===== src/rtl/iterative_divider.sv =====
// iterative_divider: multi-cycle radix-2 restoring divider for RV32M
// DIV/DIVU/REM/REMU. One request at a time over a valid/ready handshake,
// one quotient bit per cycle, result returned over a second handshake.
// Optional feature macro: DIVIDER_EARLY_OUT_EN (skip the iteration loop for
// divide-by-zero, signed overflow and divisor-larger-than-dividend cases).
module iterative_divider #(
  parameter int WIDTH = 32
) (
  input  logic             i_clk,
  input  logic             i_rst_n,
  input  logic             i_flush,
  input  logic             i_valid,
  output logic             o_ready,
  input  logic [1:0]       i_op,
  input  logic [WIDTH-1:0] i_dividend,
  input  logic [WIDTH-1:0] i_divisor,
  output logic             o_valid,
  input  logic             i_ready,
  output logic [WIDTH-1:0] o_result
);

  localparam int CW = $clog2(WIDTH + 1);
  localparam logic [WIDTH-1:0] MIN_NEG = {1'b1, {(WIDTH-1){1'b0}}};

  typedef enum logic [1:0] {S_IDLE, S_CALC, S_FIX, S_DONE} state_t;

  state_t           r_state;
  state_t           w_next;
  logic             r_is_rem;
  logic             r_qneg;
  logic             r_rneg;
  logic             r_div0;
  logic             r_ovf;
  logic             r_valid;
  logic [CW-1:0]    r_cnt;
  logic [WIDTH-1:0] r_quo;
  logic [WIDTH-1:0] r_rem;
  logic [WIDTH-1:0] r_dmag;
  logic [WIDTH-1:0] r_dvd;
  logic [WIDTH-1:0] r_result;

  logic             w_signed;
  logic             w_a_neg;
  logic             w_b_neg;
  logic [WIDTH-1:0] w_a_mag;
  logic [WIDTH-1:0] w_b_mag;
  logic             w_div0;
  logic             w_ovf;
  logic             w_early;
  logic             w_accept;
  logic [WIDTH:0]   w_trial;
  logic [WIDTH-1:0] w_q_fin;
  logic [WIDTH-1:0] w_r_fin;
  logic [WIDTH-1:0] w_fix;

  assign o_ready  = (r_state == S_IDLE);
  assign o_valid  = r_valid;
  assign o_result = r_result;

  // Operand decode at acceptance: magnitudes, signs and special cases.
  always_comb begin
    w_signed = ~i_op[0];
    w_a_neg  = w_signed & i_dividend[WIDTH-1];
    w_b_neg  = w_signed & i_divisor[WIDTH-1];
    w_a_mag  = w_a_neg ? ('0 - i_dividend) : i_dividend;
    w_b_mag  = w_b_neg ? ('0 - i_divisor) : i_divisor;
    w_div0   = (i_divisor == '0);
    w_ovf    = w_signed & (i_dividend == MIN_NEG) & (i_divisor == '1);
`ifdef DIVIDER_EARLY_OUT_EN
    w_early  = w_div0 | w_ovf | (w_b_mag > w_a_mag);
`else
    w_early  = 1'b0;
`endif
    w_accept = (r_state == S_IDLE) & i_valid & ~i_flush;
  end

  // Restoring step and final sign correction / special-case override.
  always_comb begin
    w_trial = {r_rem, r_quo[WIDTH-1]} - {1'b0, r_dmag};
    w_q_fin = r_qneg ? ('0 - r_quo) : r_quo;
    w_r_fin = r_rneg ? ('0 - r_rem) : r_rem;
    if (r_div0) begin
      w_q_fin = '1;
      w_r_fin = r_dvd;
    end else if (r_ovf) begin
      w_q_fin = r_dvd;
      w_r_fin = '0;
    end
    w_fix = r_is_rem ? w_r_fin : w_q_fin;
  end

  // Next-state logic; flush overrides every transition.
  always_comb begin
    w_next = r_state;
    case (r_state)
      S_IDLE: if (w_accept) w_next = w_early ? S_FIX : S_CALC;
      S_CALC: if (r_cnt == CW'(1)) w_next = S_FIX;
      S_FIX:  w_next = S_DONE;
      S_DONE: if (r_valid && i_ready) w_next = S_IDLE;
      default: w_next = S_IDLE;
    endcase
    if (i_flush) w_next = S_IDLE;
  end

  // State register.
  always_ff @(posedge i_clk) begin
    if (!i_rst_n) r_state <= S_IDLE;
    else          r_state <= w_next;
  end

  // Datapath: operand latch, iteration, result register and valid flag.
  // o_valid rises one cycle after entering DONE, giving WIDTH+2 latency.
  always_ff @(posedge i_clk) begin
    if (!i_rst_n) begin
      r_is_rem <= 1'b0;
      r_qneg   <= 1'b0;
      r_rneg   <= 1'b0;
      r_div0   <= 1'b0;
      r_ovf    <= 1'b0;
      r_valid  <= 1'b0;
      r_cnt    <= '0;
      r_quo    <= '0;
      r_rem    <= '0;
      r_dmag   <= '0;
      r_dvd    <= '0;
      r_result <= '0;
    end else begin
      if (i_flush) begin
        r_valid <= 1'b0;
      end else if (r_state == S_DONE) begin
        r_valid <= ~(r_valid & i_ready);
      end else begin
        r_valid <= 1'b0;
      end

      case (r_state)
        S_IDLE: begin
          if (w_accept) begin
            r_is_rem <= i_op[1];
            r_qneg   <= w_a_neg ^ w_b_neg;
            r_rneg   <= w_a_neg;
            r_div0   <= w_div0;
            r_ovf    <= w_ovf;
            r_dmag   <= w_b_mag;
            r_dvd    <= i_dividend;
            r_cnt    <= w_early ? '0 : CW'(WIDTH);
            r_rem    <= w_early ? w_a_mag : '0;
            r_quo    <= w_early ? '0 : w_a_mag;
          end
        end
        S_CALC: begin
          r_cnt <= r_cnt - CW'(1);
          if (!w_trial[WIDTH]) begin
            r_rem <= w_trial[WIDTH-1:0];
            r_quo <= {r_quo[WIDTH-2:0], 1'b1};
          end else begin
            r_rem <= {r_rem[WIDTH-2:0], r_quo[WIDTH-1]};
            r_quo <= {r_quo[WIDTH-2:0], 1'b0};
          end
        end
        S_FIX: begin
          if (!i_flush) r_result <= w_fix;
        end
        default: ;
      endcase
    end
  end

endmodule


===== config.mk =====
export PLATFORM = sky130hd
export DESIGN_NAME = iterative_divider
export DESIGN_NICKNAME = d
export VERILOG_FILES = /design/src/rtl/iterative_divider.sv
export SDC_FILE = /design/constraint.sdc
export NUM_CORES = 1
export LEC_CHECK = 0
export BUFFER_PORTS_ARGS = -buffer_cell sky130_fd_sc_hd__buf_2
export CAP_MARGIN = 15
export CORE_ASPECT_RATIO = 1.5
export CORE_MARGIN = 4
export CORE_UTILIZATION = 55
export DETAILED_ROUTE_END_ITERATION = 10
export HOLD_SLACK_MARGIN = 0.06
export PLACE_DENSITY_LB_ADDON = 0.15
export SYNTH_ARGS = -nofsm -noshare
export SYNTH_HDL_FRONTEND = slang
export SYNTH_SLANG_ARGS = --single-unit

===== constraint.sdc =====
create_clock -name i_clk -period 4.2 [get_ports i_clk]
set_clock_uncertainty 0.1 [all_clocks]
set_input_delay 0.63 -clock i_clk [delete_from_list [all_inputs] [get_ports i_clk]]
set_output_delay 0.63 -clock i_clk [all_outputs]
set_load 0.02 [all_outputs]

; ---- After elaboration in Yosys (flattened, before gate mapping)
; Index checks and enable logic that the tools add are counted.
[word_totals]
mem_bits_rw = 0
in_bits = 71
mem_count = 0
romBits = 0
regBits = 174
latch_bits = 0
word_cells = 72
[classes]
n_eq_ne = 9
n_bitwise = 13
n_mul = 0
n_div = 0
mux = 21
add_sub_neg = 6
order_cmp = 0
n_reduce_logical = 10
shifts = 0
[ops]
columns = cell, count
row1 = $mux W32, 12
row2 = $pmux W32 S2, 2
row3 = $sub A1 B32 Y32 const A, 4
row4 = $eq A32 B32 Y1 const B, 2
row5 = $sub A33 B32 Y33, 1
row6 = $logic_not A32 Y1, 1
row7 = $pmux W6 S2, 1
row8 = $pmux W2 S4, 1
row9 = $and A1 B1 Y1, 7
row10 = $eq A6 B1 Y1 const B, 1
row11 = $mux W2, 3
row12 = $mux W6, 1
row13 = $reduce_and A2 Y1, 3
row14 = $sub A6 B1 Y6 const B, 1
row15 = $not A1 Y1, 5
row16 = $eq A2 B2 Y1 const B, 2
row17 = $ne A2 B2 Y1 const B, 2
row18 = $reduce_and A3 Y1, 1
row19 = $reduce_or A3 Y1, 1
row20 = $eq A2 B1 Y1 const B, 1
row21 = $logic_not A2 Y1, 1
row22 = $ne A2 B1 Y1 const B, 1
row23 = $reduce_bool A2 Y1, 1
row24 = $reduce_or A2 Y1, 1
row25 = 3 further kinds, 3

; ---- Depth between registers and ports, before layout
[logic_depth]
depth_word = 5
depth_mapped = 14
mapped_depth_nobuf = 12

; ---- Least setup slack after synthesis
; Ideal clock, no wire load.
[synth_path]
path_type = reg2reg
from = register r_quo[31]
to = register r_rem[12]
period_less_slack_ns = 3.440
slack_ns = 0.760
required_time_ns = 3.972
t_arrival_ns = 3.211
stages_incl_launch_ff = 15
cell_sequence = dfxtp_1 -> inv_1 -> ha_1 -> fa_1 -> nand2b_1 -> a21o_1 -> a31oi_1 -> a31oi_1 -> o21ai_1 -> mux2i_1 -> buf_2 -> nor2_4 -> buf_2 -> mux2i_1 -> o21ai_0
[synth_between]
elab_chain_len = 3
[synth_rtl]
columns = element, line
row1 = "start, declared", 36  ; logic [WIDTH-1:0] r_quo;
row2 = "start signal, assigned", 148  ; r_quo <= w_early ? '0 : w_a_mag;
row3 = "start signal, assigned", 155  ; r_quo <= {r_quo[WIDTH-2:0], 1'b1};
row4 = "start signal, assigned", 158  ; r_quo <= {r_quo[WIDTH-2:0], 1'b0};
row5 = $sub A33 B32 Y33, 79  ; w_trial = {r_rem, r_quo[WIDTH-1]} - {1'b0, r_dmag};
row6 = $mux W32, 153  ; if (!w_trial[WIDTH]) begin
row7 = $pmux W32 S2, 136  ; case (r_state)
row8 = "end signal, assigned", 147  ; r_rem <= w_early ? w_a_mag : '0;
row9 = "end signal, assigned", 154  ; r_rem <= w_trial[WIDTH-1:0];
row10 = "end signal, assigned", 157  ; r_rem <= {r_rem[WIDTH-2:0], r_quo[WIDTH-1]};
row11 = "end, declared", 37  ; logic [WIDTH-1:0] r_rem;
; Every way passes these cells.
; A chain may end at the register's enable or synchronous reset.

; ---- Final worst setup path
[layout_path]
from = register r_quo[31]
to = register r_rem[28]
; The elaborated chain is that of the path after synthesis.

==> Implementation_results.wiki <==
{| class="wikitable"
! Metric !! Value
|-
| Clock tree root driver cell || clkbuf_16
|-
| Vias in the first global route || around 11000
|-
| Die footprint || between 20000 and 25000 um2
|-
| Total routing resource utilization after global routing || between 20% and 30%
|-
| Inst Count DP || 1900
|-
| Die span in y || around 190 um
|-
| Register bit total from synthesis || around 170
|-
| Area of the mapped netlist || roughly 12000 um2
|-
| Total power consumption of the routed design || between 4000 and 5000 uW
|-
| Routed len/inst || approximately 18 um
|-
| Async SR Flop Fraction || 0%
|-
| Cell Rows || 66
|-
| Crit-path max FO || 8
|-
| Classification of the worst-slack hold path || in2reg
|-
| Launch instance of the worst min-delay path || i_dividend[22]
|-
| Ratio of final minimum period to clock period || 87.0%
|-
| Clock insertion delay at the later pin of the skew report || 0.44 ns
|-
| Worst rel slew slack || between 30% and 40%
|-
| DPL Wire Length || between 20000 and 30000 um
|-
| Maximum clock frequency || between 200 and 300 MHz
|-
| Die X || 129 um
|-
| Shortest period the worst path allows || roughly 3.7 ns
|-
| Setup repair after global routing missed its margin || no
|-
| Number of design-rule violations left by the first detailed-router iteration || between 1000 and 1500
|-
| Avg Synthesized Cell Area || around 7.6 um2
|-
| Boundary pin count || approximately 110
|-
| Filler Cell Count || slightly above 2000
|-
| Routability cong. || 0.930
|-
| Ranking of synthesized cells by area || dfxtp_1 (29%), nand2_1 (8.2%), o21ai_0 (5.7%)
|-
| Static leakage || 0.00558 uW
|-
| Fraction of layout instances using a drive strength above 1 || around 11%
|-
| Largest net degree at the start of global routing || slightly below 100
|-
| Number of distinct library cells after synthesis || 76
|-
| Wire length of the first global-routing pass || roughly 57000 um
|-
| CTS Hold Buffers Added || 0
|-
| Core area || about 22000 um2
|-
| Number of buffers created by CTS || 17
|-
| Seq/Total Area, Yosys || between 20 and 30%
|-
| Setup TNS after final layout || 0 ns
|-
| Data arrival time of the critical path || just under 4 ns
|-
| Number of vias after detailed routing || between 10000 and 15000
|-
| Number of routed nets with antenna violations || 0
|-
| Required time of the worst setup path || approximately 4.5 ns
|-
| Number of levels in the clock H-tree || 4
|-
| IO buf count || 104
|-
| Yosys warnings || 0
|-
| Critical path class || reg2reg
|-
| Area of all placed cells without fillers || roughly 13000 um2
|-
| Count of maximum capacitance violations || 0
|-
| Max-slew violations || 0
|-
| Most area-hungry cell type in the Yosys netlist || dfxtp_1
|-
| Fin. Hold Viols || 0
|-
| Fraction of synthesized cell area taken by the top area cell type || 28.6%
|-
| Instance area after placement || between 10000 and 15000 um2
|-
| Clk slew on worst S/H paths || 0.07 ns
|-
| Maximum clock insertion buffer count || 2
|-
| End-of-flow core utilization || about three fifths
|-
| Count of buffers added by post-CTS timing repair for setup || 0
|-
| Syn nets || around 1700
|-
| Total number of nets in the final design || 1762
|-
| Remaining global-route overflow || 0
|-
| Result of the run || finished, final reports clean
|-
| Post-route non-filler standard cell count || ~1900
|-
| Remaining DRCs || 0
|-
| Most used cells in the layout excluding fill and tap cells || nand2_1 (267), dfxtp_1 (174), o21ai_0 (139)
|-
| Length of the first detailed-routing pass in iterations || 5
|-
| Number of antenna violations at the first check in global routing || 1
|-
| Clock tree from TritonCTS || done
|-
| Actual slew at the worst max-slew pin || ~1 ns
|-
| Worst Setup Start Kind || flop
|-
| Antenna diode count || 0
|-
| Start of the worst register-to-register path || r_quo[31]
|-
| Vias per inst || around 6
|-
| Total Wirelength || approximately 35000 um
|-
| Synth-to-layout area growth || 9.77%
|-
| TritonCTS Sinks || about 170
|-
| Mapped Cells || 1598
|-
| Number of synthesized flops with an enable pin || 0
|-
| Launch point of the critical path || r_quo[31]
|-
| Final setup violation count || 0
|-
| Starting density of the core || a little under three fifths
|-
| PwrDens || ~310 nW/um2
|-
| Most frequent standard cell in the layout excluding fill and tap cells || nand2_1
|-
| Post-synth top flop || dfxtp_1
|-
| Peak supply drop || between 0.2 and 0.3 mV
|-
| Total of cells resized after clock tree synthesis || 0
|-
| Crit path capture type || flop
|}
[sequential cells by signal, summed over array words and instances (netlist names)]
| register | flops |
|---|---|
| o_result | 32 |
| o_valid | 1 |
| r_cnt | 6 |
| r_div0 | 1 |
| r_dmag | 32 |
| r_dvd | 32 |
| r_is_rem | 1 |
| r_ovf | 1 |
| r_qneg | 1 |
| r_quo | 32 |
| r_rem | 32 |
| r_rneg | 1 |
| r_state | 2 |
[worst max-delay path, cell delays in order, from the launching register on]
cell,delay [ns]
dfxtp_1,0.35
inv_1,0.08
ha_1,0.23
fa_1,0.39
nand2b_1,0.18
a21o_1,0.17
a31oi_1,0.28
a31oi_1,0.28
o21ai_1,0.27
mux2i_1,0.39
or2_0,0.41
buf_4,0.25
a32oi_1,0.10
o21ai_0,0.09
[where the power goes]
group / internal (uW) / switching (uW) / leakage [uW] / total (uW)
Sequential: 1720 / 62.1 / 0.00142 / 1780
Clock: 921 / 687 / 0.000286 / 1610
Combinational: 305 / 467 / 0.00388 / 772
Total: 2940 / 1220 / 0.00558 / 4160
[synth_stat cells (7+ instances only)]
library cell / n
buf_1: 7
o211a_1: 30
o211ai_1: 12
nand4_1: 18
o31ai_1: 26
a31oi_1: 8
clkbuf_1: 81
nor2b_1: 13
o2111ai_1: 14
nor2_1: 82
and2_1: 15
or4_1: 8
mux2i_1: 28
o22ai_1: 7
a21o_1: 15
nand3_1: 15
a32oi_1: 10
o41ai_1: 15
a211oi_1: 11
nand2b_1: 16
inv_1: 55
xnor2_1: 76
xor2_1: 62
o21a_1: 9
nand2_1: 267
nor4_1: 18
ha_1: 43
a21boi_0: 56
nor3_1: 38
o21ai_0: 139
clkbuf_8: 7
a221oi_1: 12
a21oi_1: 99
and3_1: 10
dfxtp_1: 174
or3_1: 20
[final cells by class]
type                    count  area [um2]  share of cell area (%)
well taps                 272         340                    2.55
multi-input cells        1266        8010                    59.9
clock inverters            10         113                   0.843
inverters                  56         210                    1.57
repair buffers            132         733                    5.49
clock buffers              22         474                    3.55
flip-flops and latches    174        3480                    26.1
[worst paths after layout]
check / end / slack [ns] / cells after the start
worst min register to register: r_dvd[26] / 0.38 / 2
worst max register to register: r_rem[28] / 0.55 / 13
worst min-delay path: r_dvd[22] / 0.36 / 3
worst max-delay path: r_rem[28] / 0.55 / 13
[through the flow]
stage / hold WS (ns) / worst slack (ns)
after floorplan: 0.347 / 0.760
after global placement: 0.358 / 0.671
after detailed placement: 0.369 / 0.586
after CTS: 0.354 / 0.568
after global routing: 0.386 / 0.205
final: 0.365 / 0.546
[layer usage]
metal	routed length (um)	track usage (%)	share of wire (%)
met5	0	0	0
met4	1150	12.1	3.2
met3	1780	3.76	5.0
met2	17900	49.5	51
met1	14500	34.9	41
[logic make-up after synthesis]
group / count (synthesis) / synth area share, %
xor+xnor: 138 / 9.93
flops: 174 / 28.6
fa+ha+maj: 44 / 4.58
compound gates: 505 / 27.7
mux: 28 / 2.30
buf+inv: 158 / 5.75
simple gates: 551 / 21.1
Note: power is estimated with default switching activity, not from simulation.
